--- config.mk ---
export PLATFORM = sky130hd
export DESIGN_NAME = mem_arbiter
export DESIGN_NICKNAME = d
export VERILOG_FILES = /design/src/rtl/mem_arb_pkg.sv /design/src/rtl/mem_arb_pick.sv /design/src/rtl/mem_arbiter.sv
export SDC_FILE = /design/constraint.sdc
export NUM_CORES = 1
export LEC_CHECK = 0
export ABC_AREA = 1
export CORE_AREA = 8 8 641 643
export DETAILED_ROUTE_END_ITERATION = 8
export DIE_AREA = 0 0 649 651
export DONT_BUFFER_PORTS = 1
export SYNTH_ARGS = -nofsm -noshare
export SYNTH_HDL_FRONTEND = slang
export SYNTH_SLANG_ARGS = --single-unit
--- constraint.sdc ---
create_clock -name clk_i -period 1.7 [get_ports clk_i]
set_input_delay 0.17 -clock clk_i [delete_from_list [all_inputs] [get_ports clk_i]]
set_output_delay 0.17 -clock clk_i [all_outputs]
set_load 0.005 [all_outputs]
--- src/rtl/mem_arb_pkg.sv ---
// Shared types and constants for the two-port memory arbiter.
// No logic or latency of its own; state encoding, port indices and one-hot grant codes.
// No backpressure: pure declarations, imported by mem_arb_pick and mem_arbiter.
package mem_arb_pkg;

    typedef enum logic [1:0] {
        IDLE = 2'd0,
        BUSY = 2'd1,
        RESP = 2'd2
    } state_t;

    localparam logic PORT_IC = 1'b0;
    localparam logic PORT_DC = 1'b1;

    localparam logic [1:0] GNT_NONE = 2'b00;
    localparam logic [1:0] GNT_IC   = 2'b01;
    localparam logic [1:0] GNT_DC   = 2'b10;

    function automatic logic [1:0] port_onehot(input logic port);
        return (port == PORT_DC) ? GNT_DC : GNT_IC;
    endfunction

endpackage

--- src/rtl/mem_arb_pick.sv ---
// Winner select between icache and dcache requests; MEM_ARB_RR_EN gives round-robin ties, else DC wins.
// Combinational, zero latency.
// No backpressure: win is only meaningful while at least one request is high.
module mem_arb_pick
    import mem_arb_pkg::*;
(
    input  logic ic_req,
    input  logic dc_req,
    input  logic last_grant,
    output logic win
);

`ifndef MEM_ARB_RR_EN
    logic unused_last_grant;
    assign unused_last_grant = last_grant;
`endif

    always_comb begin
        win = PORT_IC;
        if (ic_req && dc_req) begin
`ifdef MEM_ARB_RR_EN
            win = (last_grant == PORT_DC) ? PORT_IC : PORT_DC;
`else
            win = PORT_DC;
`endif
        end else if (dc_req) begin
            win = PORT_DC;
        end
    end

endmodule

--- src/rtl/mem_arbiter.sv ---
// Serialises icache/dcache line transactions onto one memory port (MEM_ARB_RR_EN selects round-robin ties).
// Latency: req to mem_enable_o 1 cycle, mem_ack_i to *_ack_o 1 cycle, 3 cycles minimum end to end.
// Backpressure: requesters hold req until their one-cycle ack; a losing request waits for the next IDLE.
module mem_arbiter
    import mem_arb_pkg::*;
#(
    parameter int ADDR_W = 32,
    parameter int LINE_W = 256
) (
    input  logic              clk_i,
    input  logic              rst_i,
    input  logic              ic_req_i,
    input  logic              ic_write_i,
    input  logic [ADDR_W-1:0] ic_addr_i,
    input  logic [LINE_W-1:0] ic_data_i,
    output logic [LINE_W-1:0] ic_data_o,
    output logic              ic_ack_o,
    input  logic              dc_req_i,
    input  logic              dc_write_i,
    input  logic [ADDR_W-1:0] dc_addr_i,
    input  logic [LINE_W-1:0] dc_data_i,
    output logic [LINE_W-1:0] dc_data_o,
    output logic              dc_ack_o,
    output logic              mem_enable_o,
    output logic              mem_write_o,
    output logic [ADDR_W-1:0] mem_addr_o,
    output logic [LINE_W-1:0] mem_data_o,
    input  logic [LINE_W-1:0] mem_data_i,
    input  logic              mem_ack_i,
    output logic [1:0]        grant_o
);

    state_t state;
    logic   owner;
    logic   last_grant;
    logic   pick_win;

    mem_arb_pick u_pick (
        .ic_req     (ic_req_i),
        .dc_req     (dc_req_i),
        .last_grant (last_grant),
        .win        (pick_win)
    );

    always_ff @(posedge clk_i or negedge rst_i) begin
        if (!rst_i) begin
            state        <= IDLE;
            owner        <= PORT_IC;
            last_grant   <= PORT_DC;
            mem_enable_o <= 1'b0;
            mem_write_o  <= 1'b0;
            mem_addr_o   <= '0;
            mem_data_o   <= '0;
            ic_data_o    <= '0;
            dc_data_o    <= '0;
            ic_ack_o     <= 1'b0;
            dc_ack_o     <= 1'b0;
            grant_o      <= GNT_NONE;
        end else begin
            case (state)
                IDLE: begin
                    if (ic_req_i || dc_req_i) begin
                        owner        <= pick_win;
                        grant_o      <= port_onehot(pick_win);
                        mem_enable_o <= 1'b1;
                        if (pick_win == PORT_DC) begin
                            mem_write_o <= dc_write_i;
                            mem_addr_o  <= dc_addr_i;
                            mem_data_o  <= dc_data_i;
                        end else begin
                            mem_write_o <= ic_write_i;
                            mem_addr_o  <= ic_addr_i;
                            mem_data_o  <= ic_data_i;
                        end
                        state <= BUSY;
                    end
                end
                BUSY: begin
                    if (mem_ack_i) begin
                        mem_enable_o <= 1'b0;
                        grant_o      <= GNT_NONE;
                        // Writes complete without touching the owner's read-data register.
                        if (owner == PORT_DC) begin
                            dc_ack_o <= 1'b1;
                            if (!mem_write_o) dc_data_o <= mem_data_i;
                        end else begin
                            ic_ack_o <= 1'b1;
                            if (!mem_write_o) ic_data_o <= mem_data_i;
                        end
                        state <= RESP;
                    end
                end
                RESP: begin
                    ic_ack_o   <= 1'b0;
                    dc_ack_o   <= 1'b0;
                    last_grant <= owner;
                    state      <= IDLE;
                end
                default: state <= IDLE;
            endcase
        end
    end

endmodule
== Word level (Yosys, flattened, before mapping) ==
Index checks and enable logic that the tools add are counted.

* Register bits after elaboration: 809
* Bits in latches: 0
* Bits in writable memories: 0
* ROM bits: 0
* Bits of input ports: 839
* Output and inout bits: 806
* Memories kept: 0

* Add/sub/neg operators: 0
* Multipliers: 0
* Div/mod/pow operators: 0
* $lt $le $gt $ge: 0
* Equal/unequal tests: 6
* Shift-type cells: 0
* Multiplexer cells: 21
* Bitwise operators: 2
* Reductions and logical operators: 12

{| class="wikitable"
|+ Operators by type and width
! operator !! number
|-
| $mux 256 || 1
|-
| $mux 32 || 1
|-
| $mux 2 || 5
|-
| $mux 1 || 9
|-
| $reduce_and 3->1 || 3
|-
| $ne 2x2->1 const B || 4
|-
| $pmux 2 s2 || 2
|-
| $reduce_and 4->1 || 2
|-
| $pmux 1 s2 || 3
|-
| $reduce_and 2->1 || 2
|-
| $reduce_bool 2->1 || 2
|-
| $eq 2x1->1 const B || 1
|-
| $eq 2x2->1 const B || 1
|-
| $logic_not 2->1 || 1
|-
| $not 1->1 || 2
|-
| $logic_and 1x1->1 || 1
|-
| $logic_or 1x1->1 || 1
|}

== Logic depth before layout (Yosys ltp) ==
Gate-level depths: netlist of the first run.

* Word-level depth: 5
* Mapped depth: 8

== By module ==
Synthesis of the first run repeated with hierarchy kept, for this count alone.

* Cell total of the unflattened synthesis: 4670
* Area, all modules: 36441.2 um^2

{| class="wikitable"
|+ By module, submodules not included
! module !! instances !! cells an instance !! area an instance (um^2) !! seq. area each (um^2)
|-
| mem_arbiter || 1 || 4669 || 36437.4 || 20270.7
|-
| mem_arb_pick || 1 || 1 || 3.8 || 0.0
|}

== Worst setup path after synthesis of the first run ==
Ideal clock, no wire load.

* Kind: register to register
* Start point: reg mem_write_o
* End point: reg ic_data_o[181]
* Setup time: 0.066 ns
* Arrival: 1.239 ns
* Data required time: 1.634 ns
* Slack: 0.395 ns
* Stages on the path, launching flop included: 6
* Path buffers: 2
* Cell sequence: dfrtp_1 > nor2_1 > buf_2 > clkbuf_1 > nand3_1 > nand2_1

* Word-level cells in the longest chain between the ends: 2

{| class="wikitable"
|+ RTL lines
! what !! RTL line !! source
|-
| start, declared || mem_arbiter.sv:25 || <nowiki>output logic mem_write_o,</nowiki>
|-
| start signal, assigned || mem_arbiter.sv:67 || <nowiki>mem_write_o <= dc_write_i;</nowiki>
|-
| start signal, assigned || mem_arbiter.sv:71 || <nowiki>mem_write_o <= ic_write_i;</nowiki>
|-
| $not 1->1 (no line) || - ||
|-
| $reduce_and 4->1 (no line) || - ||
|-
| end signal, assigned || mem_arbiter.sv:88 || <nowiki>if (!mem_write_o) ic_data_o <= mem_data_i;</nowiki>
|-
| end, declared || mem_arbiter.sv:16 || <nowiki>output logic [LINE_W-1:0] ic_data_o,</nowiki>
|}

No other way between the ends.
A chain may end at the register's enable or synchronous reset.

== Worst setup path after layout of the first run ==
* Start point: in dc_req_i
* End point: reg mem_data_o[227]

* Word-level cells in the longest chain between the ends: 3
* Elaborated cells on any way between the ends: 6
* Classes of those cells: mux (3); reduce/logical (3)

{| class="wikitable"
|+ RTL lines
! what !! RTL line !! source
|-
| start, declared || mem_arbiter.sv:18 || <nowiki>input logic dc_req_i,</nowiki>
|-
| $mux 1 or $logic_and 1x1->1 (tied branches) || mem_arb_pick.sv:26, mem_arb_pick.sv:20 ||
|-
| $mux 1 || mem_arb_pick.sv:20 || <nowiki>if (ic_req && dc_req) begin</nowiki>
|-
| $mux 256 || mem_arbiter.sv:66 || <nowiki>if (pick_win == PORT_DC) begin</nowiki>
|-
| end signal, assigned || mem_arbiter.sv:69 || <nowiki>mem_data_o <= dc_data_i;</nowiki>
|-
| end signal, assigned || mem_arbiter.sv:73 || <nowiki>mem_data_o <= ic_data_i;</nowiki>
|-
| end, declared || mem_arbiter.sv:27 || <nowiki>output logic [LINE_W-1:0] mem_data_o,</nowiki>
|}

Parallel ways exist; a longest one is shown, timed or not.

==> results_dict.tcl, run 1 <==
set metrics [dict create \
    status "finished with violations" \
    violations "negative hold slack, negative setup slack" \
    ys_types 13 \
    synth_edf_count 0 \
    drt_pass1_iterations 8 \
    numCtsBuffers 110 \
    core.rowCount 233 \
    dp_hpwl_um 301000 \
    portBuffers 0 \
    netlist_instances 4667 \
    drive_above_1_share 0.0947 \
    drt_iter0_drc 4540 \
    die_x_um 649 \
    yosysTopAreaCellShare 0.557 \
    crit_arrival_ns 2.62 \
    clock_latency_ns 0.88 \
    wl_per_cell_um 32.2 \
    cp_slowest_stage_delay_ns 0.60 \
    layout.nets 6662 \
    core_region_area_um2 401000 \
    clockBufferDepth 4 \
    io_pins 1645 \
    seq_area_frac_synth 0.557 \
    yosysWarnings 0 \
    clkTransAtPathRegs_ns 0.06 \
    post-route-util 0.150 \
    slew_violations 0 \
    drtAntennaViolNets 0 \
    h-tree-depth 3 \
    rsz0062_at_grt "true" \
    vdd_drop_max_uv 901 \
    start_util 0.0906 \
    dp_slack_ns -0.906 \
    fp.dieH_um 651 \
    async_flop_share 1.00 \
    grt_pass1_vias 38023 \
    path_max_fanout 235 \
    cp.required_ns 2.47 \
    synth.area.top_cells "dfrtp_1 56%, nand2_1 29%, o21bai_1 5.3%, nand3_1 3.6%, inv_1 2.7%" \
    synth_commonest_cells "2768 x nand2_1, 809 x dfrtp_1, 263 x inv_1" \
    grt_first_pass_wirelength_um 445000 \
    syn_avg_cell_area_um2 7.78 \
    synth_fp_nets 5506 \
    crit_top_cell "nand2_1" \
    grt_start_max_net_pins 235 \
    hold_path.class "in2async" \
    p_per_area_nw_per_um2 1700 \
    cts_tree "done" \
    cts-root-buf "clkbuf_16" \
    synth_largest_area_cell "dfrtp_1" \
    cpMaxStageDelayCell "dlygate4sd3_1" \
    yosysMostFrequentCell "nand2_1" \
    finalPower_uw 103000 \
    clkSinkCount 809 \
    synth_seq_cells 809 \
    gp_congestion 1.06 \
    setup-tns-final_ns -1.72 \
    syn2layout_area_growth_pct 66.1 \
    slew_headroom 0.186 \
    crit_path_end_kind "flip-flop" \
    min_period_ns 1.86 \
    setup_violations 33 \
    path_delay_family "buffers and inverters" \
    globalRoute.totalOverflow 0 \
    grtUsageTotal 0.162 \
    path_buf_inv 5 \
    postCtsHoldBufs 1114 \
    holdWs_ns -1.00 \
    skew_ns 0.0523 \
    drc_errors 0 \
    hold_viol 176 \
    antenna_found_initial 283 \
    cap_violations 0 \
    path_class "in2reg" \
    startpoint_type "primary input" \
    dieArea_um2 422000 \
    max_freq_mhz 539 \
    finalCritPeriodShare 1.09 \
    tightest_slew_ns 1.22 \
    totalWireLength_um 364000 \
    netlist_area_um2 36300 \
    layout_setup_ws_ns -0.157 \
    via_count 39678 \
    via_per_inst 3.50 \
    synth_top_flop_cell "dfrtp_1" \
    p_leak_uw 0.0281 \
    crit_chain "buf_16 -> inv_8 -> buf_12 -> nand2_1 -> dlygate4sd3_1 -> nand2_1 -> dlygate4sd3_1 -> nand2_1 -> nand2_1" \
]
-- logic make-up after synthesis --
kind of cell,share of synthesized area
compound gates,0.0537
buf+inv,0.0656
flops,0.557
simple gates,0.323
-- what timing repair did --
item | CTS | global route
endpoints found under the hold margin | 982 | 173
setup buffers | 10 | 11
endpoints found under the setup margin | 455 | 395
pin swaps | 2 | 5
cloned | 2 | 10
resized for setup | 200 | 39
-- metrics by stage --
stage                     instances  hold slack [ns]  cell area [um^2]
after floorplan                4667           -0.126             36300
after global placement         9851           -0.125             43900
after detailed placement       9851           -0.125             43900
after CTS                     11177            -1.13             59500
after global routing          11284            -1.10             60200
final                         11327            -1.00             60300
-- state kept, by name (all words and copies together) (netlist names) --
name          count
dc_data_o       256
ic_data_o       256
mem_data_o      256
mem_addr_o       32
grant_o           2
state             2
dc_ack_o          1
ic_ack_o          1
mem_enable_o      1
mem_write_o       1
owner             1
-- routing by layer --
layer / vias up / routed length, um / GRT usage
li1: 16679 / - / -
met1: 19377 / 127000 / 0.170
met2: 2674 / 172000 / 0.272
met3: 840 / 43900 / 0.0772
met4: 108 / 20800 / 0.0758
met5: - / 724 / 0
-- where the power goes --
group	internal [uW]	switching [uW]	total, uW	leakage, uW
logic	12500	19100	31600	0.0164
clock network	14800	10500	25400	0.00187
registers	28700	16900	45600	0.00988
total	56000	46500	103000	0.0281
-- final timing paths --
path	from	end	slack [ns]	depth (start not counted)
min in group clk_i	dc_data_i[133]	mem_data_o[133]	0.10	5
hold / removal	rst_i	mem_data_o[195]	-1.00	0
max in group asynchronous	rst_i	mem_data_o[73]	0.16	3
setup reg to reg	state[1]	ic_data_o[65]	0.03	8
hold reg to reg	ic_data_o[254]	ic_data_o[254]	0.50	2
setup / recovery	dc_req_i	mem_data_o[227]	-0.16	9
-- layout by cell type, fill, tap and decap left out, drive strengths merged --
cell type	netlist	layout
inv	263	277
o21ai	6	6
clkinv	0	18
diode	0	129
nand3	262	262
bufinv	0	12
dfrtp	809	809
nand2	2768	2768
bufbuf	0	2
o21bai	256	256
clkinvlp	0	5
buf	220	216
nor2	7	7
dlygate4sd3	0	1112
clkbuf	76	161
-- layout make-up --
type	instances	area [um^2]
fill	45363	341000
sequential	809	20500
timing repair buffer	1340	14300
multi-input combinational	3299	13800
tap	5287	6620
clock buffer	151	3140
inverter	263	995
clock inverter	49	689
antenna	129	323
(Power assumes the default switching activity.)
==> run 2: changes to the inputs <==
Settings changed: CELL_PAD_IN_SITES_DETAIL_PLACEMENT from default to 1, CELL_PAD_IN_SITES_GLOBAL_PLACEMENT from default to 1, CORE_AREA 8 8 641 643 to 8 8 629 631, DIE_AREA 0 0 649 651 to 0 0 637 639, PLACE_DENSITY_LB_ADDON from default to 0.1.
==> results_dict.tcl, run 2 (synthesis results as in run 1) <==
set metrics [dict create \
    status "finished clean" \
    portBuffers 0 \
    num-fill-cells 45242 \
    dp_hpwl_um 258000 \
    min_period_ns 1.69 \
    rsz0062_at_grt "true" \
    dp.cells 9685 \
    multiInputGateArea_um2 13800 \
    cap_violations 0 \
    start_util 0.0944 \
    fp.dieH_um 639 \
    core_region_area_um2 385000 \
    clockBufferDepth 4 \
    drc_errors 0 \
    layout_common_cells "2747 x nand2_1, 1001 x dlygate4sd3_1, 777 x dfrtp_1" \
    antenna_found_initial 119 \
    hold_viol 0 \
    drt_iter0_drc 2271 \
    slew_headroom 0.451 \
    grt_start_max_net_pins 217 \
    h-tree-depth 4 \
    clkSinkCount 809 \
    io_pins 1645 \
    via_per_inst 3.39 \
    hold_path.class "in2reg" \
    startpoint_type "flip-flop" \
    cts-root-buf "clkbuf_16" \
    layout_commonest_cell "nand2_1" \
    dp_slack_ns -0.132 \
    drive_above_1_share 0.0930 \
    p_sw_frac 0.452 \
    seqCellArea_um2 20300 \
    drt_pass1_iterations 5 \
    p_per_area_nw_per_um2 1750 \
    skew_ns 0.0535 \
    p_comb_frac 0.299 \
    drtAntennaViolNets 0 \
    setup_violations 0 \
    vdd_drop_max_uv 825 \
    dieArea_um2 407000 \
    grt_pass1_vias 40378 \
    pwr-share-seq 0.436 \
    gp_congestion 0.879 \
    wl_per_cell_um 29.4 \
    path_max_fanout 44 \
    cp.required_ns 2.33 \
    p_leak_uw 0.0285 \
    cts_tree "done" \
    via_count 37206 \
    clkTransAtPathRegs_ns 0.05 \
    die_x_um 637 \
    clock_latency_ns 0.83 \
    post-route-util 0.155 \
    grtUsageTotal 0.151 \
    slew_violations 0 \
    core.rowCount 228 \
    p_int_uw 57400 \
    numCtsBuffers 134 \
    path_class "reg2reg" \
    crit_path_end_kind "flip-flop" \
    max_freq_mhz 593 \
    crit_arrival_ns 2.32 \
    power_frac_clock 0.265 \
    power_switching_uw 47300 \
    globalRoute.totalOverflow 0 \
    syn2layout_area_growth_pct 64.6 \
    reg_top3 "dc_data_o (256), ic_data_o (256), mem_data_o (256)" \
    setup-tns-final_ns 0 \
    layout.nets 6641 \
    tightest_slew_ns 0.823 \
    totalWireLength_um 323000 \
    fin_cells 10983 \
    layout_setup_ws_ns 0.0123 \
    finalCritPeriodShare 0.993 \
    grt_first_pass_wirelength_um 418000 \
]
## run 2: worst paths after layout
kind                                       from               to  slack (ns)  cells past startpoint
worst max-delay path                   state[0]  mem_data_o[146]        0.01                      8
worst min-delay path                   dc_req_i       grant_o[0]        0.10                      5
worst max register to register         state[0]  mem_data_o[146]        0.01                      8
worst min register to register  mem_data_o[125]  mem_data_o[125]        0.49                      2
max in group asynchronous                 rst_i  mem_data_o[144]        0.89                      4
min in group asynchronous                 rst_i   dc_data_o[110]        0.15                      3
## run 2: worst max-delay path: stages (launching register included)
cell and delay [ns]:
dfrtp_2 0.40, buf_4 0.15, nor2_1 0.11, buf_4 0.14
nand2_4 0.07, buf_12 0.17, buf_12 0.23, nand2_1 0.10
nand2_1 0.06
## run 2: repair_timing
action                      CTS  global route
pin swaps                     2            12
gates resized for setup      41            40
hold buffers               1003             1
gates cloned                  1            16
hold endpoints to repair   1616             1
setup buffers                 7            15
setup endpoints to repair   243           187
## run 2: metrics by stage
step           hold slack, ns  cell area [um^2]  total power [uW]
2_1_floorplan          -0.126             36300             49900
6_report                0.101             59800            105000
4_1_cts               0.00123             59000            107000
3_5_place_dp            0.104             44500             75200
3_3_place_gp           0.0989             44500             75100
5_1_grt                0.0484             59700            112000
## run 2: cell type report
cell class                      instances  area share
Inverter                              263      0.0166
Clock buffer                          196      0.0645
Timing Repair Buffer                 1295       0.235
Antenna cell                           32     0.00134
Multi-Input combinational cell       3299       0.231
Sequential cell                       809       0.339
Clock inverter                         29     0.00601
Tap cell                             5060       0.106
## run 2: power groups by stage
| stage | registers (uW) | logic, uW | clock network, uW |
|---|---|---|---|
| final | 45600 | 31300 | 27700 |
| after global routing | 46800 | 35400 | 29700 |
| after CTS | 46900 | 31100 | 29300 |
| after detailed placement | 47100 | 28100 | 0 |
| after global placement | 47400 | 27700 | 0 |
| after floorplan | 33900 | 16000 | 0 |
## run 2: layer usage
layer | GRT usage | wire length [um]
met5 | 0 | 248
met4 | 0.0311 | 7460
met1 | 0.178 | 131000
met3 | 0.0472 | 22800
met2 | 0.268 | 161000
